File: config.mk
export PLATFORM = sky130hd
export DESIGN_NAME = flash_spi_monitor
export DESIGN_NICKNAME = d
export VERILOG_FILES = /design/src/rtl/flash_spi_monitor.sv
export SDC_FILE = /design/constraint.sdc
export NUM_CORES = 1
export LEC_CHECK = 0
export CAP_MARGIN = 25
export CORE_UTILIZATION = 45
export CTS_CLUSTER_DIAMETER = 80
export CTS_CLUSTER_SIZE = 40
export DETAILED_ROUTE_END_ITERATION = 7
export GPL_TIMING_DRIVEN = 0
export HOLD_SLACK_MARGIN = 0.12
export PLACE_DENSITY = 0.7
export RECOVER_POWER = 50
export SYNTH_ARGS = -nofsm -noshare
export SYNTH_HDL_FRONTEND = slang
export SYNTH_SLANG_ARGS = --single-unit
File: constraint.sdc
create_clock -name wb_clk_i -period 1.8 [get_ports wb_clk_i]
set_input_delay 0.36 -clock wb_clk_i [delete_from_list [all_inputs] [get_ports wb_clk_i]]
set_output_delay 0.36 -clock wb_clk_i [all_outputs]
set_load 0.01 [all_outputs]
File: src/rtl/flash_spi_monitor.sv
// Passive SPI flash bus monitor: oversamples buffered CSB/SCLK/IO0/IO1 in the
// wb_clk domain and decodes command, address and read-data bytes.
module flash_spi_monitor #(
  parameter int ADDR_BYTES = 3,
  parameter int CNT_W      = 16
) (
  input  logic                    wb_clk_i,
  input  logic                    wb_rst_i,
  input  logic                    flash_csb_i,
  input  logic                    flash_clk_i,
  input  logic                    flash_io0_i,
  input  logic                    flash_io1_i,
  input  logic                    clear_i,
  output logic [7:0]              cmd_o,
  output logic                    cmd_valid_o,
  output logic [8*ADDR_BYTES-1:0] addr_o,
  output logic                    addr_valid_o,
  output logic [7:0]              rdata_o,
  output logic                    rdata_valid_o,
  output logic [CNT_W-1:0]        byte_cnt_o,
  output logic [CNT_W-1:0]        xfer_cnt_o,
  output logic                    frag_err_o,
  output logic                    busy_o
);

  localparam int              AW         = 8 * ADDR_BYTES;
  localparam logic [1:0]      LAST_ABYTE = 2'(ADDR_BYTES - 1);
  localparam logic [CNT_W-1:0] CNT_MAX   = {CNT_W{1'b1}};

  typedef enum logic [1:0] {
    ST_IDLE = 2'd0,
    ST_CMD  = 2'd1,
    ST_ADDR = 2'd2,
    ST_DATA = 2'd3
  } state_t;

  // Synchronizer bit order: {io1, io0, sclk, csb}
  logic [3:0]    r_s1, r_s2, r_s3;
  logic [1:0]    r_warm;
  logic          r_armed;
  logic          r_ev_sclk, r_ev_fall, r_ev_rise, r_ev_io0, r_ev_io1;
  state_t        r_state, w_state_nxt;
  logic [2:0]    r_bit_cnt;
  logic [1:0]    r_abyte;
  logic [7:0]    r_sh_mosi, r_sh_miso;
  logic [AW-1:0] r_sh_addr;
  logic [7:0]    r_cmd, r_rdata;
  logic [AW-1:0] r_addr;
  logic          r_cmd_valid, r_addr_valid, r_rdata_valid;
  logic [CNT_W-1:0] r_byte_cnt, r_xfer_cnt;
  logic          r_frag_err, r_busy;

  logic          w_sclk_rise, w_csb_fall, w_csb_rise;
  logic          w_byte_done;
  logic [7:0]    w_mosi_byte, w_miso_byte;
  logic [AW-1:0] w_addr_word;
  logic          w_bits_clr, w_shift, w_cmd_load, w_addr_load, w_data_load;
  logic          w_abyte_inc, w_xfer_inc, w_frag_set;

  assign w_sclk_rise = r_s2[1] & ~r_s3[1];
  assign w_csb_fall  = ~r_s2[0] & r_s3[0];
  assign w_csb_rise  = r_s2[0] & ~r_s3[0];
  assign w_byte_done = (r_bit_cnt == 3'd7);
  assign w_mosi_byte = {r_sh_mosi[6:0], r_ev_io0};
  assign w_miso_byte = {r_sh_miso[6:0], r_ev_io1};
  assign w_addr_word = {r_sh_addr[AW-2:0], r_ev_io0};

  // Input synchronizers, edge history and a registered event stage.
  // r_warm keeps the reset value of s2 from arming the decoder.
  always_ff @(posedge wb_clk_i) begin
    if (wb_rst_i) begin
      r_s1      <= 4'b0001;
      r_s2      <= 4'b0001;
      r_s3      <= 4'b0001;
      r_warm    <= 2'd0;
      r_armed   <= 1'b0;
      r_ev_sclk <= 1'b0;
      r_ev_fall <= 1'b0;
      r_ev_rise <= 1'b0;
      r_ev_io0  <= 1'b0;
      r_ev_io1  <= 1'b0;
    end else begin
      r_s1      <= {flash_io1_i, flash_io0_i, flash_clk_i, flash_csb_i};
      r_s2      <= r_s1;
      r_s3      <= r_s2;
      r_warm    <= (r_warm == 2'd2) ? r_warm : r_warm + 2'd1;
      r_armed   <= r_armed | ((r_warm == 2'd2) & r_s2[0]);
      r_ev_sclk <= w_sclk_rise;
      r_ev_fall <= w_csb_fall;
      r_ev_rise <= w_csb_rise;
      r_ev_io0  <= r_s2[2];
      r_ev_io1  <= r_s2[3];
    end
  end

  // FSM state register
  always_ff @(posedge wb_clk_i) begin
    if (wb_rst_i) begin
      r_state <= ST_IDLE;
    end else begin
      r_state <= w_state_nxt;
    end
  end

  // Next-state and datapath control; CSB rise outranks a same-cycle SCLK rise
  always_comb begin
    w_state_nxt = r_state;
    w_bits_clr  = 1'b0;
    w_shift     = 1'b0;
    w_cmd_load  = 1'b0;
    w_addr_load = 1'b0;
    w_data_load = 1'b0;
    w_abyte_inc = 1'b0;
    w_xfer_inc  = 1'b0;
    w_frag_set  = 1'b0;
    if (r_state == ST_IDLE) begin
      if (r_ev_fall && r_armed) begin
        w_state_nxt = ST_CMD;
        w_bits_clr  = 1'b1;
      end else begin
        w_state_nxt = ST_IDLE;
      end
    end else if (r_ev_rise) begin
      w_state_nxt = ST_IDLE;
      w_xfer_inc  = 1'b1;
      w_frag_set  = (r_bit_cnt != 3'd0);
    end else if (r_ev_fall) begin
      w_state_nxt = ST_CMD;
      w_bits_clr  = 1'b1;
    end else if (r_ev_sclk) begin
      w_shift = 1'b1;
      if (w_byte_done) begin
        case (r_state)
          ST_CMD: begin
            w_cmd_load  = 1'b1;
            w_state_nxt = ((w_mosi_byte == 8'h03) || (w_mosi_byte == 8'h0B)) ? ST_ADDR : ST_DATA;
          end
          ST_ADDR: begin
            if (r_abyte == LAST_ABYTE) begin
              w_addr_load = 1'b1;
              w_state_nxt = ST_DATA;
            end else begin
              w_abyte_inc = 1'b1;
            end
          end
          ST_DATA: w_data_load = 1'b1;
          default: w_state_nxt = ST_IDLE;
        endcase
      end else begin
        w_state_nxt = r_state;
      end
    end else begin
      w_state_nxt = r_state;
    end
  end

  // Bit/byte counters and MSB-first shifters
  always_ff @(posedge wb_clk_i) begin
    if (wb_rst_i) begin
      r_bit_cnt <= 3'd0;
      r_abyte   <= 2'd0;
      r_sh_mosi <= 8'h00;
      r_sh_miso <= 8'h00;
      r_sh_addr <= {AW{1'b0}};
    end else begin
      if (w_bits_clr) begin
        r_bit_cnt <= 3'd0;
      end else if (w_shift) begin
        r_bit_cnt <= r_bit_cnt + 3'd1;
      end else begin
        r_bit_cnt <= r_bit_cnt;
      end
      if (w_bits_clr) begin
        r_abyte <= 2'd0;
      end else if (w_abyte_inc) begin
        r_abyte <= r_abyte + 2'd1;
      end else begin
        r_abyte <= r_abyte;
      end
      if (w_shift) begin
        r_sh_mosi <= w_mosi_byte;
        r_sh_miso <= w_miso_byte;
        r_sh_addr <= w_addr_word;
      end
    end
  end

  // Published fields and one-cycle pulses
  always_ff @(posedge wb_clk_i) begin
    if (wb_rst_i) begin
      r_cmd         <= 8'h00;
      r_addr        <= {AW{1'b0}};
      r_rdata       <= 8'h00;
      r_cmd_valid   <= 1'b0;
      r_addr_valid  <= 1'b0;
      r_rdata_valid <= 1'b0;
      r_busy        <= 1'b0;
    end else begin
      r_cmd_valid   <= w_cmd_load;
      r_addr_valid  <= w_addr_load;
      r_rdata_valid <= w_data_load;
      r_busy        <= (w_state_nxt != ST_IDLE);
      if (w_cmd_load)  r_cmd   <= w_mosi_byte;
      if (w_addr_load) r_addr  <= w_addr_word;
      if (w_data_load) r_rdata <= w_miso_byte;
    end
  end

  // Saturating counters and sticky error; clear_i beats a same-cycle update
  always_ff @(posedge wb_clk_i) begin
    if (wb_rst_i || clear_i) begin
      r_byte_cnt <= {CNT_W{1'b0}};
      r_xfer_cnt <= {CNT_W{1'b0}};
      r_frag_err <= 1'b0;
    end else begin
      if (w_data_load && (r_byte_cnt != CNT_MAX)) r_byte_cnt <= r_byte_cnt + {{(CNT_W-1){1'b0}}, 1'b1};
      if (w_xfer_inc && (r_xfer_cnt != CNT_MAX))  r_xfer_cnt <= r_xfer_cnt + {{(CNT_W-1){1'b0}}, 1'b1};
      if (w_frag_set) r_frag_err <= 1'b1;
    end
  end

  assign cmd_o         = r_cmd;
  assign cmd_valid_o   = r_cmd_valid;
  assign addr_o        = r_addr;
  assign addr_valid_o  = r_addr_valid;
  assign rdata_o       = r_rdata;
  assign rdata_valid_o = r_rdata_valid;
  assign byte_cnt_o    = r_byte_cnt;
  assign xfer_cnt_o    = r_xfer_cnt;
  assign frag_err_o    = r_frag_err;
  assign busy_o        = r_busy;

endmodule

# [Word-level counts from Yosys, hierarchy flattened]
# Index checks and enable logic that the tools add are counted.
[word_totals] reg_bits=139 input_bits=7 output_inout_bits=77 elab_cells=105
[classes] add_sub_neg=5 n_eq_ne=10 muxes=47 bitwise=8 reduce_logical=9
[ops] cell="$mux 1" count=40
[ops] cell="$add 16x1->16 const B" count=2
[ops] cell="$ne 16x16->1 const B" count=2
[ops] cell="$mux 2" count=6
[ops] cell="$eq 2x2->1 const B" count=4
[ops] cell="$eq 8x2->1 const B" count=1
[ops] cell="$eq 8x4->1 const B" count=1
[ops] cell="$pmux 2 s3" count=1
[ops] cell="$add 2x1->2 const B" count=2
[ops] cell="$and 1x1->1" count=4
[ops] cell="$add 3x1->3 const B" count=1
[ops] cell="$eq 3x3->1 const B" count=1
[ops] cell="$logic_and 1x1->1" count=3
[ops] cell="$not 1->1" count=3
[ops] cell="$reduce_bool 3->1" count=1
[ops] cell="$eq 2x1->1 const B" count=1
[ops] cell="$logic_not 2->1" count=1
[ops] cell="$logic_or 1x1->1" count=2
[ops] cell="$reduce_bool 2->1" count=1
[ops] cell="$reduce_or 2->1" count=1
[ops] cell="$or 1x1->1" count=1

# [Depth between registers and ports, before layout]
[depth] ltp_word=10 ltp_mapped=9 mapped_depth_nobuf=6

# [Worst setup path before layout]
# Ideal clock, no wire load.
[synth_timing] kind="register -> register" start="reg r_bit_cnt[0]" end="reg r_byte_cnt[11], in the netlist byte_cnt_o[11]" setup_ns=0.070 arrival_ns=1.680 required_ns=1.730 setup_slack_ns=0.049 path_stages_with_launch=8 n_path_buf=1 path_cell_list="dfxtp_1 -> ha_1 -> ha_1 -> and3b_1 -> buf_4 -> nand4_4 -> or4_1 -> a21oi_1"
[synth_via] elab_chain_len=7
[synth_lines] element="start, declared" line="43" rtl="logic [2:0] r_bit_cnt;"
[synth_lines] element="start signal, assigned" line="169" rtl="r_bit_cnt <= r_bit_cnt + 3'd1;"
[synth_lines] element="start signal, assigned" line="171" rtl="r_bit_cnt <= r_bit_cnt;"
[synth_lines] element="$eq 3x3->1" line="63" rtl="assign w_byte_done = (r_bit_cnt == 3'd7);"
[synth_lines] element="$mux 1" line="132" rtl="if (w_byte_done) begin"
[synth_lines] element="$mux 1" line="130" rtl="end else if (r_ev_sclk) begin"
[synth_lines] element="$mux 1" line="127" rtl="end else if (r_ev_fall) begin"
[synth_lines] element="$mux 1" line="123" rtl="end else if (r_ev_rise) begin"
[synth_lines] element="$mux 1" line="116" rtl="if (r_state == ST_IDLE) begin"
[synth_lines] element="$logic_and 1x1->1" line="216" rtl="if (w_data_load && (r_byte_cnt != CNT_MAX)) r_byte_cnt <= r_byte_cnt + {{(CNT_W-1){1'b0}}, 1'b1};"
[synth_lines] element="end signal, assigned" line="212" rtl="r_byte_cnt <= {CNT_W{1'b0}};"
[synth_lines] element="end signal, assigned" line="216"
[synth_lines] element="end, declared" line="50" rtl="logic [CNT_W-1:0] r_byte_cnt, r_xfer_cnt;"
# Every way passes these cells.
# A chain may end at the register's enable or synchronous reset.

# [Worst setup path after layout]
[layout_timing] start="reg r_bit_cnt[0]" end="reg r_byte_cnt[8], in the netlist byte_cnt_o[8]"
# The elaborated chain is that of the path after synthesis.

==> key figures <==
Synth
  – Unique cell type count in the Yosys netlist: 53
  – Adder-cell share of the synthesized area: 1.679%
  – Largest family of logic cells by synthesized area: simple AND/OR/NAND/NOR gates
  – Yosys warns: 0
  – Compound-gate portion of the synthesized area: 15.76%
  – Mapped Nets: 622
  – Dominant synthesized flop cell: dfxtp_1
  – Simple-Gate Fraction of Synth Area: 25.35%
  – Number of enable flip-flop cells after synthesis: 0
  – Xor and xnor area share after synthesis: 0.5036%
  – Synth Register Bits: 132
  – Synthesized area: 5218 µm²
  – Synth Instances: 608
  – Sequential area share after synthesis: 50.65%
  – Mean Syn Cell Area: 8.581 µm²
  – Mux contribution to synthesized area: 1.727%
  – Ys async rst share: 0%

Clocking
  – Hold-fix buffers at CTS: 0
  – H-tree depth: 4
  – Clk_lat worst skew: 0.41 ns
  – Root Driver: clkbuf_16
  – Clock-pin slew on the worst setup and hold paths: 0.06 ns
  – CTS Buf Count: 17
  – CTS sink count: 132
  – CTS tree: yes
  – Max clock buf depth: 2

Timing
  – Unrepaired setup endpoints after global routing: true
  – Minimum clock period: 1.832 ns
  – Least-Margin Pin Slew: 0.6027 ns
  – Final Worst Setup Slack: -0.03217 ns
  – Final Cycle Share: 101.8%
  – Endpoints failing setup: 7
  – Hold Vio Cnt, Final: 0
  – Final slew viol count: 0
  – Max Freq: 545.8 MHz
  – Slew HR: 59.67%
  – Layout Skew: 0.01039 ns
  – Setup TNS: -0.1215 ns

Critical path
  – Required @ worst endpoint: 2.14 ns
  – Max FO, Critical Path: 6
  – Crit Path Class: reg2reg
  – WP data arrival: 2.17 ns
  – RR Startpoint: r_bit_cnt[0]
  – Critical Path Start Type: flop
  – Crit path launch: r_bit_cnt[0]
  – CP endpoint kind: flop
  – FF-to-FF setup slack: -0.03 ns
  – R2R Path End: byte_cnt_o[8]
  – Worst Setup EP: byte_cnt_o[8]
  – FF-to-FF path depth: 8

Drt
  – DRT Wirelength: 13340 µm
  – Iter 0 DRT Violations: 297
  – DRC violations left: 0
  – Detailed-route via count: 4848
  – Detail-routed via count per cell: 5.541
  – DRT antenna net count: 0
  – Wire per inst: 15.25 µm
  – Drt first pass iters: 5

Power
  – Sw Ratio: 20.69%
  – Sequential share of power: 44.9%
  – P_int: 0.005274 W
  – Clock Power Share: 52.2%
  – Pleak: 2.555 nW
  – Peak VDD IR: 0.0005326 V
  – PwrDens: 931.8 nW/µm²
  – Net Sw Power: 0.001376 W
  – Comb power frac: 2.9%

Job
  – Max-cap violations: 0

Layout
  – Most frequent cells in the layout: 141 x nand2_1, 114 x dfxtp_1, 80 x a21oi_1, 76 x clkdlybuf4s50_1, 28 x nor2_1
  – Design area: 7137 µm²
  – Commonest non-fill, non-tap cell in the layout: nand2_1
  – Ant. Diodes: 0
  – Layout cells sized above 1: 17.55%
  – Area delta synth->final: 36.79%
  – # nets final: 736

GRT
  – GR Util All Layers: 23.60%
  – Antenna violations before repair: 0
  – First-pass GRT wire length: 21910 µm
  – Largest net degree at the start of global routing: 17
  – Total grt overflow: 0
  – Vias in the first global route: 4625

Die
  – Cell Rows: 38
  – IO Count: 84
  – Die Y: 109.7 µm
  – Initial Util: 47.10%
  – Die footprint: 12030 µm²
  – Core Area: 11080 µm²
  – Die Wd: 109.7 µm

Run status
  – Status: finished, violations left
  – Failing checks: negative setup slack

Placed design
  – Placed inst area: 6223 µm²
  – PortBufs: 83
  – HPWL Detailed: 8891 µm
  – Final GP Congestion: 0.8365

Min path
  – Worst hold path class: reg2reg
  – Worst Hold Depth: 1
## kinds of logic (layout without fill, tap and decap cells)
logic type               count (synthesis)  count (layout)
AO/OA/AOI/OAI                          140             140
multiplexers                             9               9
adder cells (fa/ha/maj)                  7               7
XOR/XNOR                                 3               3
flip-flops                             132             132
AND/OR/NAND/NOR                        269             269
buffers and inverters                   48             175
## how the worst min path moves through the flow
stage,startpoint,end,slack (ns)
finish,r_s3[1],r_ev_sclk,0.39
global route,r_s3[1],r_ev_sclk,0.42
CTS,r_s3[1],r_ev_sclk,0.39
detailed placement,r_s3[1],r_ev_sclk,0.39
global placement,r_s3[1],r_ev_sclk,0.38
floorplan,r_s3[1],r_ev_sclk,0.37
## repair_timing
action,CTS,global route
pin swaps,13,10
endpoints found under the setup margin,67,104
buffers inserted,10,3
gates resized for setup,27,73
## per-layer routing
layer	vias up	global-route usage [%]	wire, µm	part of all wire, %
met5	-	0	0	0
met3	20	6.165	738	5.5
li1	2364	-	-	-
met2	159	38.95	6490	49
met4	0	9.810	198	1.5
met1	2305	29.19	5915	44
## worst max-delay path, stage by stage, from the launching register on
cell,delay [ns]
dfxtp_4,0.36
ha_4,0.14
ha_4,0.12
and3b_1,0.17
buf_6,0.12
nand4_1,0.12
buf_4,0.16
or4_4,0.41
a21oi_2,0.16
## final cells by class
class | instances | area [µm²]
Tap cell | 140 | 175.2
Fill cell | 930 | 3941
Buffer | 39 | 247.7
Sequential cell | 132 | 2670
Clock buffer | 22 | 464.2
Multi-Input combinational cell | 428 | 2492
Clock inverter | 10 | 130.1
Timing Repair Buffer | 96 | 927.1
Inverter | 8 | 30.03
## registers in the layout, summed over array words and instances (netlist names), 2 cells and up
register	cells
r_sh_miso	7
r_sh_addr	17
r_sh_mosi	6
rdata_o	8
byte_cnt_o	16
r_s2	4
cmd_o	8
r_warm	2
addr_o	24
xfer_cnt_o	16
r_s1	4
r_s3	2
r_state	2
r_bit_cnt	3
r_abyte	2
## synth_stat cells, types with 2 or more instances
cell type	n	area, µm²
o2111a_1	2	22.52
a211oi_1	3	22.52
a21oi_1	89	445.4
a311oi_1	2	17.52
or3_1	6	37.54
nand4_1	10	62.56
or2_2	5	31.28
or4_1	10	75.07
o21ai_0	9	45.04
nor2b_1	10	62.56
a41oi_1	2	17.52
o211ai_1	3	22.52
ha_1	7	87.58
inv_1	8	30.03
nand3_1	12	60.06
buf_4	2	15.01
and3b_1	2	17.52
and4_1	10	87.58
buf_6	3	33.78
a31oi_1	7	43.79
a31o_2	3	26.28
nor3b_1	3	22.52
nor3_1	6	30.03
nor4b_1	2	17.52
and3_1	9	56.30
dfxtp_1	132	2643
o31ai_1	11	82.58
mux2i_1	9	90.09
nor4_1	2	12.51
nand2_1	142	533.0
nor4bb_1	2	20.02
xnor2_1	2	17.52
clkbuf_1	21	78.83
nor2_1	28	105.1
a41o_1	2	20.02
buf_2	13	65.06
o21a_1	3	22.52
## power by group through the flow
| stage | combinational, W | sequential [W] | clock [W] |
|---|---|---|---|
| 4_1_cts | 0.000188 | 0.00299 | 0.00352 |
| 5_1_grt | 0.000213 | 0.00299 | 0.00367 |
| 6_report | 0.000191 | 0.00299 | 0.00347 |
| 2_1_floorplan | 0.000133 | 0.00305 | 0 |
| 3_5_place_dp | 0.000188 | 0.00305 | 0 |
| 3_3_place_gp | 0.000176 | 0.00305 | 0 |
## stage by stage
| step | worst slack, ns | total power, W | util, % | hold slack [ns] | std cells |
|---|---|---|---|---|---|
| floorplan | 0.04943 | 0.003178 | - | 0.3674 | 608 |
| global placement | -0.3870 | 0.003227 | 56.18 | 0.3765 | 831 |
| detailed placement | -0.4127 | 0.003242 | 56.18 | 0.3883 | 831 |
| CTS | -0.08896 | 0.006702 | 62.92 | 0.3946 | 873 |
| global route | -0.1152 | 0.006878 | 64.42 | 0.4202 | 875 |
| finish | -0.03217 | 0.006650 | 64.42 | 0.3916 | 875 |
No activity file was read; power rests on OpenSTA's default activity.
